===== src/rtl/hazard_ctrl.sv =====
// Hazard controller for the 5-stage RV32I pipeline: load-use stalls, EX redirect
// flushes, data-memory wait freezes, operand forwarding selects and perf counters.
module hazard_ctrl #(
  parameter int REG_ADDR     = 5,
  parameter int FLUSH_CYCLES = 1,
  parameter int CNT_W        = 32
) (
  input  logic                clk,
  input  logic                rst_n,
  input  logic                clk_en,
  input  logic [REG_ADDR-1:0] i_id_rs1,
  input  logic [REG_ADDR-1:0] i_id_rs2,
  input  logic                i_id_rs1_used,
  input  logic                i_id_rs2_used,
  input  logic [REG_ADDR-1:0] i_ex_rs1,
  input  logic [REG_ADDR-1:0] i_ex_rs2,
  input  logic [REG_ADDR-1:0] i_ex_rd,
  input  logic                i_ex_reg_wr,
  input  logic                i_ex_mem_rd,
  input  logic                i_ex_flush,
  input  logic [REG_ADDR-1:0] i_mem_rd,
  input  logic                i_mem_reg_wr,
  input  logic [REG_ADDR-1:0] i_wb_rd,
  input  logic                i_wb_reg_wr,
  input  logic                i_mem_busy,
  output logic                o_stall_if,
  output logic                o_stall_id,
  output logic                o_stall_ex,
  output logic                o_stall_mem,
  output logic                o_bubble_ex,
  output logic                o_flush_if_id,
  output logic                o_flush_id_ex,
  output logic [1:0]          o_fwd_a,
  output logic [1:0]          o_fwd_b,
  output logic [1:0]          o_state,
  output logic [CNT_W-1:0]    o_stall_cnt,
  output logic [CNT_W-1:0]    o_flush_cnt
);

  typedef enum logic [1:0] {
    ST_RUN      = 2'b00,
    ST_MEM_WAIT = 2'b01,
    ST_FLUSH    = 2'b10
  } state_e;

  localparam logic [2:0]       FLUSH_RELOAD = 3'(FLUSH_CYCLES - 1);
  localparam bit               MULTI_FLUSH  = (FLUSH_CYCLES > 1);
  localparam logic [CNT_W-1:0] CNT_ONE      = {{(CNT_W-1){1'b0}}, 1'b1};
  localparam logic [CNT_W-1:0] CNT_MAX      = {CNT_W{1'b1}};
  localparam logic [REG_ADDR-1:0] REG_ZERO  = {REG_ADDR{1'b0}};

  state_e             state_r;
  logic [2:0]         fcnt_r;
  logic               pend_r;
  logic [CNT_W-1:0]   stall_cnt_r;
  logic [CNT_W-1:0]   flush_cnt_r;

  logic               load_use_s;
  logic               stall_all_s;
  logic               stall_front_s;
  logic               bubble_s;
  logic               flush_s;
  logic               issue_flush_s;
  logic               unused_s;

  // MEM result is younger than WB, so it wins; x0 is hard-wired zero and never forwarded.
  function automatic logic [1:0] fwd_sel(
    input logic [REG_ADDR-1:0] src,
    input logic [REG_ADDR-1:0] mem_rd,
    input logic                mem_wr,
    input logic [REG_ADDR-1:0] wb_rd,
    input logic                wb_wr
  );
    logic [1:0] sel;
    if (mem_wr && (mem_rd != REG_ZERO) && (mem_rd == src)) begin
      sel = 2'b10;
    end else if (wb_wr && (wb_rd != REG_ZERO) && (wb_rd == src)) begin
      sel = 2'b01;
    end else begin
      sel = 2'b00;
    end
    return sel;
  endfunction

  assign o_fwd_a = fwd_sel(i_ex_rs1, i_mem_rd, i_mem_reg_wr, i_wb_rd, i_wb_reg_wr);
  assign o_fwd_b = fwd_sel(i_ex_rs2, i_mem_rd, i_mem_reg_wr, i_wb_rd, i_wb_reg_wr);

  // Loads always write rd, so the EX write-enable plays no part in hazard detection.
  assign unused_s = i_ex_reg_wr;

  assign load_use_s = i_ex_mem_rd && (i_ex_rd != REG_ZERO) &&
                      ((i_id_rs1_used && (i_id_rs1 == i_ex_rd)) ||
                       (i_id_rs2_used && (i_id_rs2 == i_ex_rd)));

  // Pipeline control decode; MEM_WAIT falls back to RUN rules in the cycle memory is ready.
  always_comb begin
    stall_all_s   = 1'b0;
    stall_front_s = 1'b0;
    bubble_s      = 1'b0;
    flush_s       = 1'b0;
    issue_flush_s = 1'b0;
    case (state_r)
      ST_RUN, ST_MEM_WAIT: begin
        if (i_mem_busy) begin
          stall_all_s = 1'b1;
        end else if (i_ex_flush || pend_r) begin
          flush_s       = 1'b1;
          issue_flush_s = 1'b1;
        end else if (load_use_s) begin
          stall_front_s = 1'b1;
          bubble_s      = 1'b1;
        end else begin
          stall_all_s = 1'b0;
        end
      end
      ST_FLUSH: begin
        flush_s       = 1'b1;
        stall_all_s   = i_mem_busy;
        issue_flush_s = i_ex_flush;
      end
      default: begin
        flush_s = 1'b0;
      end
    endcase
  end

  assign o_stall_if    = stall_all_s | stall_front_s;
  assign o_stall_id    = stall_all_s | stall_front_s;
  assign o_stall_ex    = stall_all_s;
  assign o_stall_mem   = stall_all_s;
  assign o_bubble_ex   = bubble_s;
  assign o_flush_if_id = flush_s;
  assign o_flush_id_ex = flush_s;
  assign o_state       = state_r;
  assign o_stall_cnt   = stall_cnt_r;
  assign o_flush_cnt   = flush_cnt_r;

  // Sequencer state, flush-length counter and deferred redirect.
  always_ff @(posedge clk or negedge rst_n) begin
    if (!rst_n) begin
      state_r <= ST_RUN;
      fcnt_r  <= 3'd0;
      pend_r  <= 1'b0;
    end else if (clk_en) begin
      case (state_r)
        ST_RUN, ST_MEM_WAIT: begin
          if (i_mem_busy) begin
            state_r <= ST_MEM_WAIT;
            pend_r  <= pend_r | i_ex_flush;
          end else if (issue_flush_s) begin
            pend_r <= 1'b0;
            if (MULTI_FLUSH) begin
              state_r <= ST_FLUSH;
              fcnt_r  <= FLUSH_RELOAD;
            end else begin
              state_r <= ST_RUN;
            end
          end else begin
            state_r <= ST_RUN;
          end
        end
        ST_FLUSH: begin
          if (i_ex_flush) begin
            fcnt_r <= FLUSH_RELOAD;
          end else if (fcnt_r <= 3'd1) begin
            fcnt_r  <= 3'd0;
            state_r <= ST_RUN;
          end else begin
            fcnt_r <= fcnt_r - 3'd1;
          end
        end
        default: begin
          state_r <= ST_RUN;
          fcnt_r  <= 3'd0;
        end
      endcase
    end
  end

  // Saturating performance counters.
  always_ff @(posedge clk or negedge rst_n) begin
    if (!rst_n) begin
      stall_cnt_r <= {CNT_W{1'b0}};
      flush_cnt_r <= {CNT_W{1'b0}};
    end else if (clk_en) begin
      if (o_stall_if && (stall_cnt_r != CNT_MAX)) begin
        stall_cnt_r <= stall_cnt_r + CNT_ONE;
      end
      if (issue_flush_s && (flush_cnt_r != CNT_MAX)) begin
        flush_cnt_r <= flush_cnt_r + CNT_ONE;
      end
    end
  end

endmodule


===== config.mk =====
export PLATFORM = sky130hd
export DESIGN_NAME = hazard_ctrl
export DESIGN_NICKNAME = d
export VERILOG_FILES = /design/src/rtl/hazard_ctrl.sv
export SDC_FILE = /design/constraint.sdc
export NUM_CORES = 1
export LEC_CHECK = 0
export CORE_ASPECT_RATIO = 1.25
export CORE_MARGIN = 2
export CORE_UTILIZATION = 36
export DETAILED_ROUTE_END_ITERATION = 8
export PLACE_DENSITY = 0.65
export SLEW_MARGIN = 20
export SYNTH_ARGS = -nofsm -noshare
export SYNTH_HDL_FRONTEND = slang
export SYNTH_SLANG_ARGS = --single-unit

===== constraint.sdc =====
create_clock -name clk -period 3.09 [get_ports clk]
set_input_delay 0.4635 -clock clk [delete_from_list [all_inputs] [get_ports clk]]
set_output_delay 0.4635 -clock clk [all_outputs]
set_load 0.03 [all_outputs]

---- Yosys cells after proc, flatten, opt, wreduce, memory -nomap -nowiden ----
Cells that the tools add are included.
word-level totals
  register bits after elaboration ......... 70
  input bits .............................. 46
  output and inout port bits .............. 77
operators by class
  $add $sub $neg .......................... 3
  magnitude comparators ................... 1
  equal/unequal tests ..................... 12
  mux-type cells .......................... 23
  bitwise logic cells ..................... 3
  reductions and logical operators ........ 25
operators with widths
  operator                                                        number
  adder 32 x 1 -> 32 bit, second input constant                   2
  != test 32 bit, second input constant                           2
  == test 5 bit                                                   6
  nonzero test 5 bit                                              3
  logical AND 1 bit                                               12
  two-way mux 1 bit                                               12
  two-way mux 2 bit                                               4
  two-way mux 3 bit                                               2
  one-hot mux 1 bit (2 select lines)                              3
  one-hot mux 3 bit (2 select lines)                              1
  AND reduction 2 bit                                             3
  AND reduction 3 bit                                             2
  != test 2 bit, second input constant                            2
  one-hot mux 2 bit (2 select lines)                              1
  less-or-equal comparator 3 x 1 -> 1 bit, second input constant  1
  subtractor 3 x 1 -> 3 bit, second input constant                1
  == test 2 x 1 -> 1 bit, second input constant                   1
  == test 2 bit, second input constant                            1
  zero test 2 bit                                                 1
  logical OR 1 bit                                                2
  OR 1 bit                                                        2
  nonzero test 2 bit                                              1
  OR reduction 2 bit                                              1
  inverter 1 bit                                                  1

---- Longest topological paths before layout ----
Gate-level depths: netlist of run 1.
  depth after elaboration ................. 11
  depth in mapped cells ................... 8
  depth with buffers taken out ............ 7

---- Worst setup path before layout of run 1 ----
No wires, ideal clock.
  kind .................................... in2out
  from .................................... input i_mem_rd[1]
  to ...................................... output o_fwd_a[0]
  data arrival time ....................... 2.401 ns
  data required time ...................... 2.626 ns
  path slack .............................. 0.226 ns
  stages on the path ...................... 4
  buffers on the path ..................... 0
  cell sequence ........................... or4_1 o21ai_0 nor4_1 nor4_1
between the ends
  longest elaborated chain between the ends .. 4
RTL lines
  item                   RTL line  source
  from (decl)            21        input logic [REG_ADDR-1:0] i_mem_rd,
  nonzero test 5 bit     75        if (mem_wr && (mem_rd != REG_ZERO) && (mem_rd == src)) begin
  logical AND 1 bit      75
  logical AND 1 bit (*)  75
  two-way mux 2 bit (*)  75
  to (decl)              33        output logic [1:0] o_fwd_a,
Every way passes the cells marked *; elsewhere a longest branch is shown, timed or not.

---- Worst setup path after layout of run 1 ----
  from .................................... input i_mem_rd[4]
  to ...................................... output o_fwd_a[1]
The elaborated chain is that of the path after synthesis.

==> out/results.txt, run 1 <==
Outcome - finished, final reports clean
Min Tclk post-route - 2.98 ns
Tightest Hold Check Type - in -> async
Die H - 116 µm
Arr. time, crit path - 2.52 ns
Hold Vio Cnt, Final - 0
Final setup viols - 0
DPL Wire Length - 7080 µm
RR Endpoint - o_stall_cnt[1]
Final Non-Filler Cells - 617
Max Root-Sink Buffers - 2
Placed cell count - 600
Post-synth EDFFs - 0
Syn Nets - 405
TritonCTS clock tree - done
Vias in the first global route - 3100
Clk_skew - 0.00393 ns
Post-layout net count - 530
Overflow after GRT - 0
IO Pins - 123
Dominant cell type by area after synthesis - dfrtp_1
Post-Syn Area - 3630 µm²
Setup Fix Bufs, Post-CTS - 0
DRT iter0 DRCs - 81
Layout Utilization - 0.528
Final setup TNS - 0 ns
Final ANT Viol Nets - 0
Die area - 10900 µm²
Leak - 2.13 nW
RSZ-0062 raised after global routing - no
Row count - 41
Maxcap violations - 0
XOR/XNOR Fraction of Synth Area - 0.220
First-pass GRT wire length - 15000 µm
CTS resizes - 0
Leading post-synthesis cells by cell area - dfrtp_1 (46%), xnor2_1 (14%), xor2_1 (8.2%)
Reg2reg path depth - 7
Setup WS post-layout - 0.106 ns
Post-synth cell types - 40
Peak supply drop - 0.275 mV
Hold Slack - 0.321 ns
Drt wl/cell - 14.7 µm
Hold buffers post-CTS - 0
Largest family of logic cells by synthesized area - simple AND/OR/NAND/NOR gates
Max Clk Rate - 0.335 GHz
CTS Buf Count - 9
Die W - 93.8 µm
Worst setup EP type - output pin
Starting density of the core - 0.365
GPL Wtd Cong - 0.797
Synth async-reset ratio - 1.00
Simple-gate share of the synthesized area - 0.247
Count leader, synth - dfrtp_1
Clock power share - 0.380
Sw Ratio - 0.306
Initial antenna violation count - 1
Slew Limit Fails - 0
Pwr/cell area - 519 nW/µm²
Core area - 9950 µm²
Drt via density - 5.02
Final worst path period share - 0.966
Relative max-transition margin - 0.436
Adder-cell share of the synthesized area - 0.00690
Seq/Total Area, Yosys - 0.455
PortBufs - 120
Crit path kind - in -> out
Pre-CTS WS - 0.125 ns
Top post-synthesis cells by count - dfrtp_1 (66), xnor2_1 (57), xor2_1 (34)
Largest net degree at the start of global routing - 67
Ys Warns - 0
Mux cell area share after synthesis - 0.00931
Yosys top cell area share - 0.455
Least-Margin Pin Slew - 0.846 ns
Data required, critical path - 2.63 ns
CP startpoint kind - input pin
Mapped Cells - 357
Crit Reg-Reg Startpoint - o_stall_cnt[0]
H-Tree Depth - 3
WL final - 9090 µm
Residual DRC - 0
Drt pass-1 iters - 5
Synth Area in Compound Gates - 0.0317
TritonCTS Sinks - 66
Combinational Power Share - 0.233
Max Fanout on Critical Path - 3
Share of power burned in registers - 0.387
Area growth from synthesis to layout - 44.9%
Main flop type after synthesis - dfrtp_1
Post-synthesis register bit count - 66
Post-Syn Area per Cell - 10.2 µm²
Worst skew pair latency - 0.33 ns
Gr usage total - 0.176
Worst-path clk slew - 0.05 ns
Via count - 3100
Internal power - 0.00189 W
Root Driver - clkbuf_16
R2R setup slack - 0.59 ns
Net switching power - 0.000834 W
Layout cell share with drive strength beyond 1 - 0.0821
cell families (layout without fill, tap and decap cells):
logic type	Yosys count	count (layout)
simple gates	159	159
xor+xnor	91	91
flops	66	66
buf+inv	20	150
compound gates	15	15
mux	3	3
fa+ha+maj	2	2
other cells	1	2
power groups by stage:
stage	clock network (W)	logic, W	registers, W
floorplan	0	0.000208	0.00119
global placement	0	0.000630	0.00107
detailed placement	0	0.000643	0.00107
CTS	0.00105	0.000646	0.00106
global route	0.00110	0.000681	0.00108
finish	0.00104	0.000635	0.00106
through the flow:
step / area [µm²] / power [W]
6_report: 5260 / 0.00273
5_1_grt: 5260 / 0.00285
4_1_cts: 5250 / 0.00276
3_5_place_dp: 4950 / 0.00172
3_3_place_gp: 4950 / 0.00170
2_1_floorplan: 3630 / 0.00140
worst max path at each step:
stage | depth (start not counted) | to | slack, ns | from
after CTS | 6 | o_stall_id | 0.12 | i_ex_rd[2]
after global routing | 5 | o_fwd_a[1] | 0.008 | i_mem_rd[4]
after floorplan | 4 | o_fwd_a[0] | 0.23 | i_mem_rd[1]
after detailed placement | 6 | o_stall_id | 0.12 | i_ex_rd[2]
after global placement | 5 | o_fwd_a[1] | 0.14 | i_mem_rd[2]
final | 5 | o_fwd_a[1] | 0.11 | i_mem_rd[4]
worst max-delay path, cell delays in order:
cell and delay, ns:
clkdlybuf4s50_1 0.55, or4_1 0.13, o21ai_0 0.09, nor4_1 0.51, clkdlybuf4s50_1 0.77
state kept, by name (all words and copies together), names as in the netlist:
signal	flops
o_flush_cnt	32
o_state	1
pend_r	1
o_stall_cnt	32
layout by cell type (no fill, tap or decap), drive strengths merged, types with 2 or more instances in the layout:
cell	n
clkdlybuf4s50	117
dfrtp	66
xnor2	57
xor2	34
nand3	30
nand2	29
nor2	27
nand4	27
nor4	12
clkbuf	12
inv	9
or4	9
buf	8
and2	6
or3	5
nor3	5
and4	4
o21ai	3
and3	3
mux2	3
a21oi	3
ha	2
clkinvlp	2
o31a	2
area by class of cell:
| class | count | area, µm² |
|---|---|---|
| fillers | 942 | 4700 |
| multi-input cells | 271 | 1870 |
| flip-flops and latches | 66 | 1650 |
| repair buffers | 125 | 1230 |
| clock buffers | 12 | 256 |
| well taps | 129 | 161 |
| clock inverters | 4 | 50.0 |
| inverters | 9 | 33.8 |
| diodes | 1 | 2.50 |
per-layer routing:
metal	track usage	up-vias	share of wire
li1	-	1499	-
met1	0.212	1484	0.41
met2	0.303	104	0.51
met3	0.0406	13	0.057
met4	0.0696	0	0.022
met5	0	-	0
Note: power is estimated with default switching activity, not from simulation.
==> run 2, diff against run 1 <==
Settings changed: RECOVER_POWER set to 100, SKIP_LAST_GASP set to 1.
==> run 2 against run 1 <==
Against the previous run: the flow now finishes with violations (capacitance limit, slew limit); combinational power down 5.8%; total power down 1.6%; via count about the same; clock skew about the same; register-to-register slack worse by 0.05 ns; sequential cell count unchanged.
==> out/results.txt, run 2 (synthesis results as in run 1) <==
Outcome - finished, violations left
Failing checks - capacitance limit, slew limit
RSZ-0062 raised after global routing - no
Area growth from synthesis to layout - 43.6%
Residual DRC - 0
Maxcap violations - 1
Final Non-Filler Cells - 617
Final ANT Viol Nets - 0
Final worst path period share - 0.966
Starting density of the core - 0.365
DRT iter0 DRCs - 113
Final setup TNS - 0 ns
Hold Vio Cnt, Final - 0
Crit path kind - in -> out
H-Tree Depth - 3
Root Driver - clkbuf_16
Via count - 3101
Seq. cell area - 1650 µm²
Vias in the first global route - 3100
Fillers - 955
TritonCTS clock tree - done
Layout cell share with drive strength beyond 1 - 0.0616
Die H - 116 µm
Crit-path max cell delay - 0.77 ns
Data required, critical path - 2.63 ns
Cell mode on critical path - clkdlybuf4s50_1
Area after DPL - 4950 µm²
Clk_skew - 0.00392 ns
RR Endpoint - o_flush_cnt[1]
WL final - 9070 µm
Setup Fix Bufs, Post-CTS - 0
Worst min-delay path startpoint - o_flush_cnt[27]
Max Clk Rate - 0.335 GHz
Drt wl/cell - 14.7 µm
Pwr/cell area - 515 nW/µm²
Hold Path End - o_flush_cnt[27]
Max Root-Sink Buffers - 2
Gr usage total - 0.176
PortBufs - 120
Design Area, Final - 5210 µm²
Drt pass-1 iters - 5
CTS Buf Count - 9
First-pass GRT wire length - 15000 µm
Final setup viols - 0
Leak - 2.29 nW
Row count - 41
Cell chain of the critical path - clkdlybuf4s50_1 -> or4_1 -> o21ai_0 -> nor4_1 -> clkdlybuf4s50_1
Slew Limit Fails - 67
Hold path depth - 1
GPL Wtd Cong - 0.797
CP startpoint kind - input pin
Most common cell after layout, fill and taps aside - dlygate4sd3_1
Worst setup EP type - output pin
Post-layout net count - 530
Max Fanout on Critical Path - 3
Die W - 93.8 µm
Arr. time, crit path - 2.52 ns
Crit Reg-Reg Startpoint - o_flush_cnt[20]
Relative max-transition margin - -0.104
Area of the multi-input gates - 1840 µm²
Grt peak-use layer - met2
GRT met2 Usage - 0.303
TritonCTS Sinks - 66
Peak supply drop - 0.273 mV
Slowest cell on the critical path - clkdlybuf4s50_1
Tightest Hold Check Type - reg -> reg
DPL Wire Length - 7080 µm
Overflow after GRT - 0
Largest net degree at the start of global routing - 67
Least-Margin Pin Slew - 1.66 ns
Die area - 10900 µm²
Hold buffers post-CTS - 0
Core area - 9950 µm²
Worst-path clk slew - 0.05 ns
Commonest cells after routing, fill and taps aside - dlygate4sd3_1 (71), dfrtp_1 (66), xnor2_1 (57), clkdlybuf4s50_1 (46), xor2_1 (34)
Worst skew pair latency - 0.33 ns
Placed cell count - 600
CTS resizes - 0
Min Tclk post-route - 2.98 ns
IO Pins - 123
GR Util met3 - 0.0406
Drt via density - 5.03
Initial antenna violation count - 1
Reg2reg path depth - 5
Grt met1 use - 0.212
R2R setup slack - 0.54 ns
run 2: worst max-delay path: cells and delay by family:
kind	cells	cell delay [ns]
AOI/OAI and AO/OA	1	0.09
buffers and inverters	2	1.32
and+or+nand+nor	2	0.64
run 2: routing by layer:
| metal | share of wire | vias to the layer above | wire length (µm) |
|---|---|---|---|
| met3 | 0.051 | 14 | 463 |
| met4 | 0.022 | 0 | 196 |
| met1 | 0.41 | 1486 | 3720 |
| met2 | 0.52 | 102 | 4690 |
| li1 | - | 1499 | - |
| met5 | 0 | - | 0 |
run 2: how the worst max path moves through the flow:
stage	cells after the start	startpoint	slack, ns	to
floorplan	4	i_mem_rd[1]	0.23	o_fwd_a[0]
global placement	5	i_mem_rd[2]	0.14	o_fwd_a[1]
detailed placement	6	i_ex_rd[2]	0.12	o_stall_id
CTS	6	i_ex_rd[2]	0.12	o_stall_id
global route	5	i_mem_rd[4]	0.008	o_fwd_a[1]
finish	5	i_mem_rd[4]	0.11	o_fwd_a[1]
run 2: cell type report:
cell class / instances / share of cell area
clock inverter: 4 / 0.00961
clock buffer: 12 / 0.0492
sequential: 66 / 0.317
tap: 129 / 0.0310
timing repair buffer: 125 / 0.232
inverter: 9 / 0.00649
antenna: 1 / 0.000480
multi-input combinational: 271 / 0.354
run 2: per-stage QoR:
| stage | hold slack, ns | setup WS [ns] | total power (W) | utilization |
|---|---|---|---|---|
| after floorplan | 0.168 | 0.226 | 0.00140 | - |
| after global placement | 0.483 | 0.138 | 0.00170 | 0.497 |
| after detailed placement | 0.487 | 0.125 | 0.00172 | 0.497 |
| after CTS | 0.363 | 0.117 | 0.00276 | 0.528 |
| after global routing | 0.514 | 0.00759 | 0.00282 | 0.523 |
| final | 0.484 | 0.106 | 0.00268 | 0.523 |
run 2: power by group:
| group | leakage [nW] | switching, W | internal [W] | total [W] |
|---|---|---|---|---|
| sequential | 0.878 | 0.000111 | 0.000941 | 0.00105 |
| clock | 0.145 | 0.000367 | 0.000667 | 0.00103 |
| combinational | 1.26 | 0.000344 | 0.000254 | 0.000598 |
| total | 2.29 | 0.000823 | 0.00186 | 0.00268 |
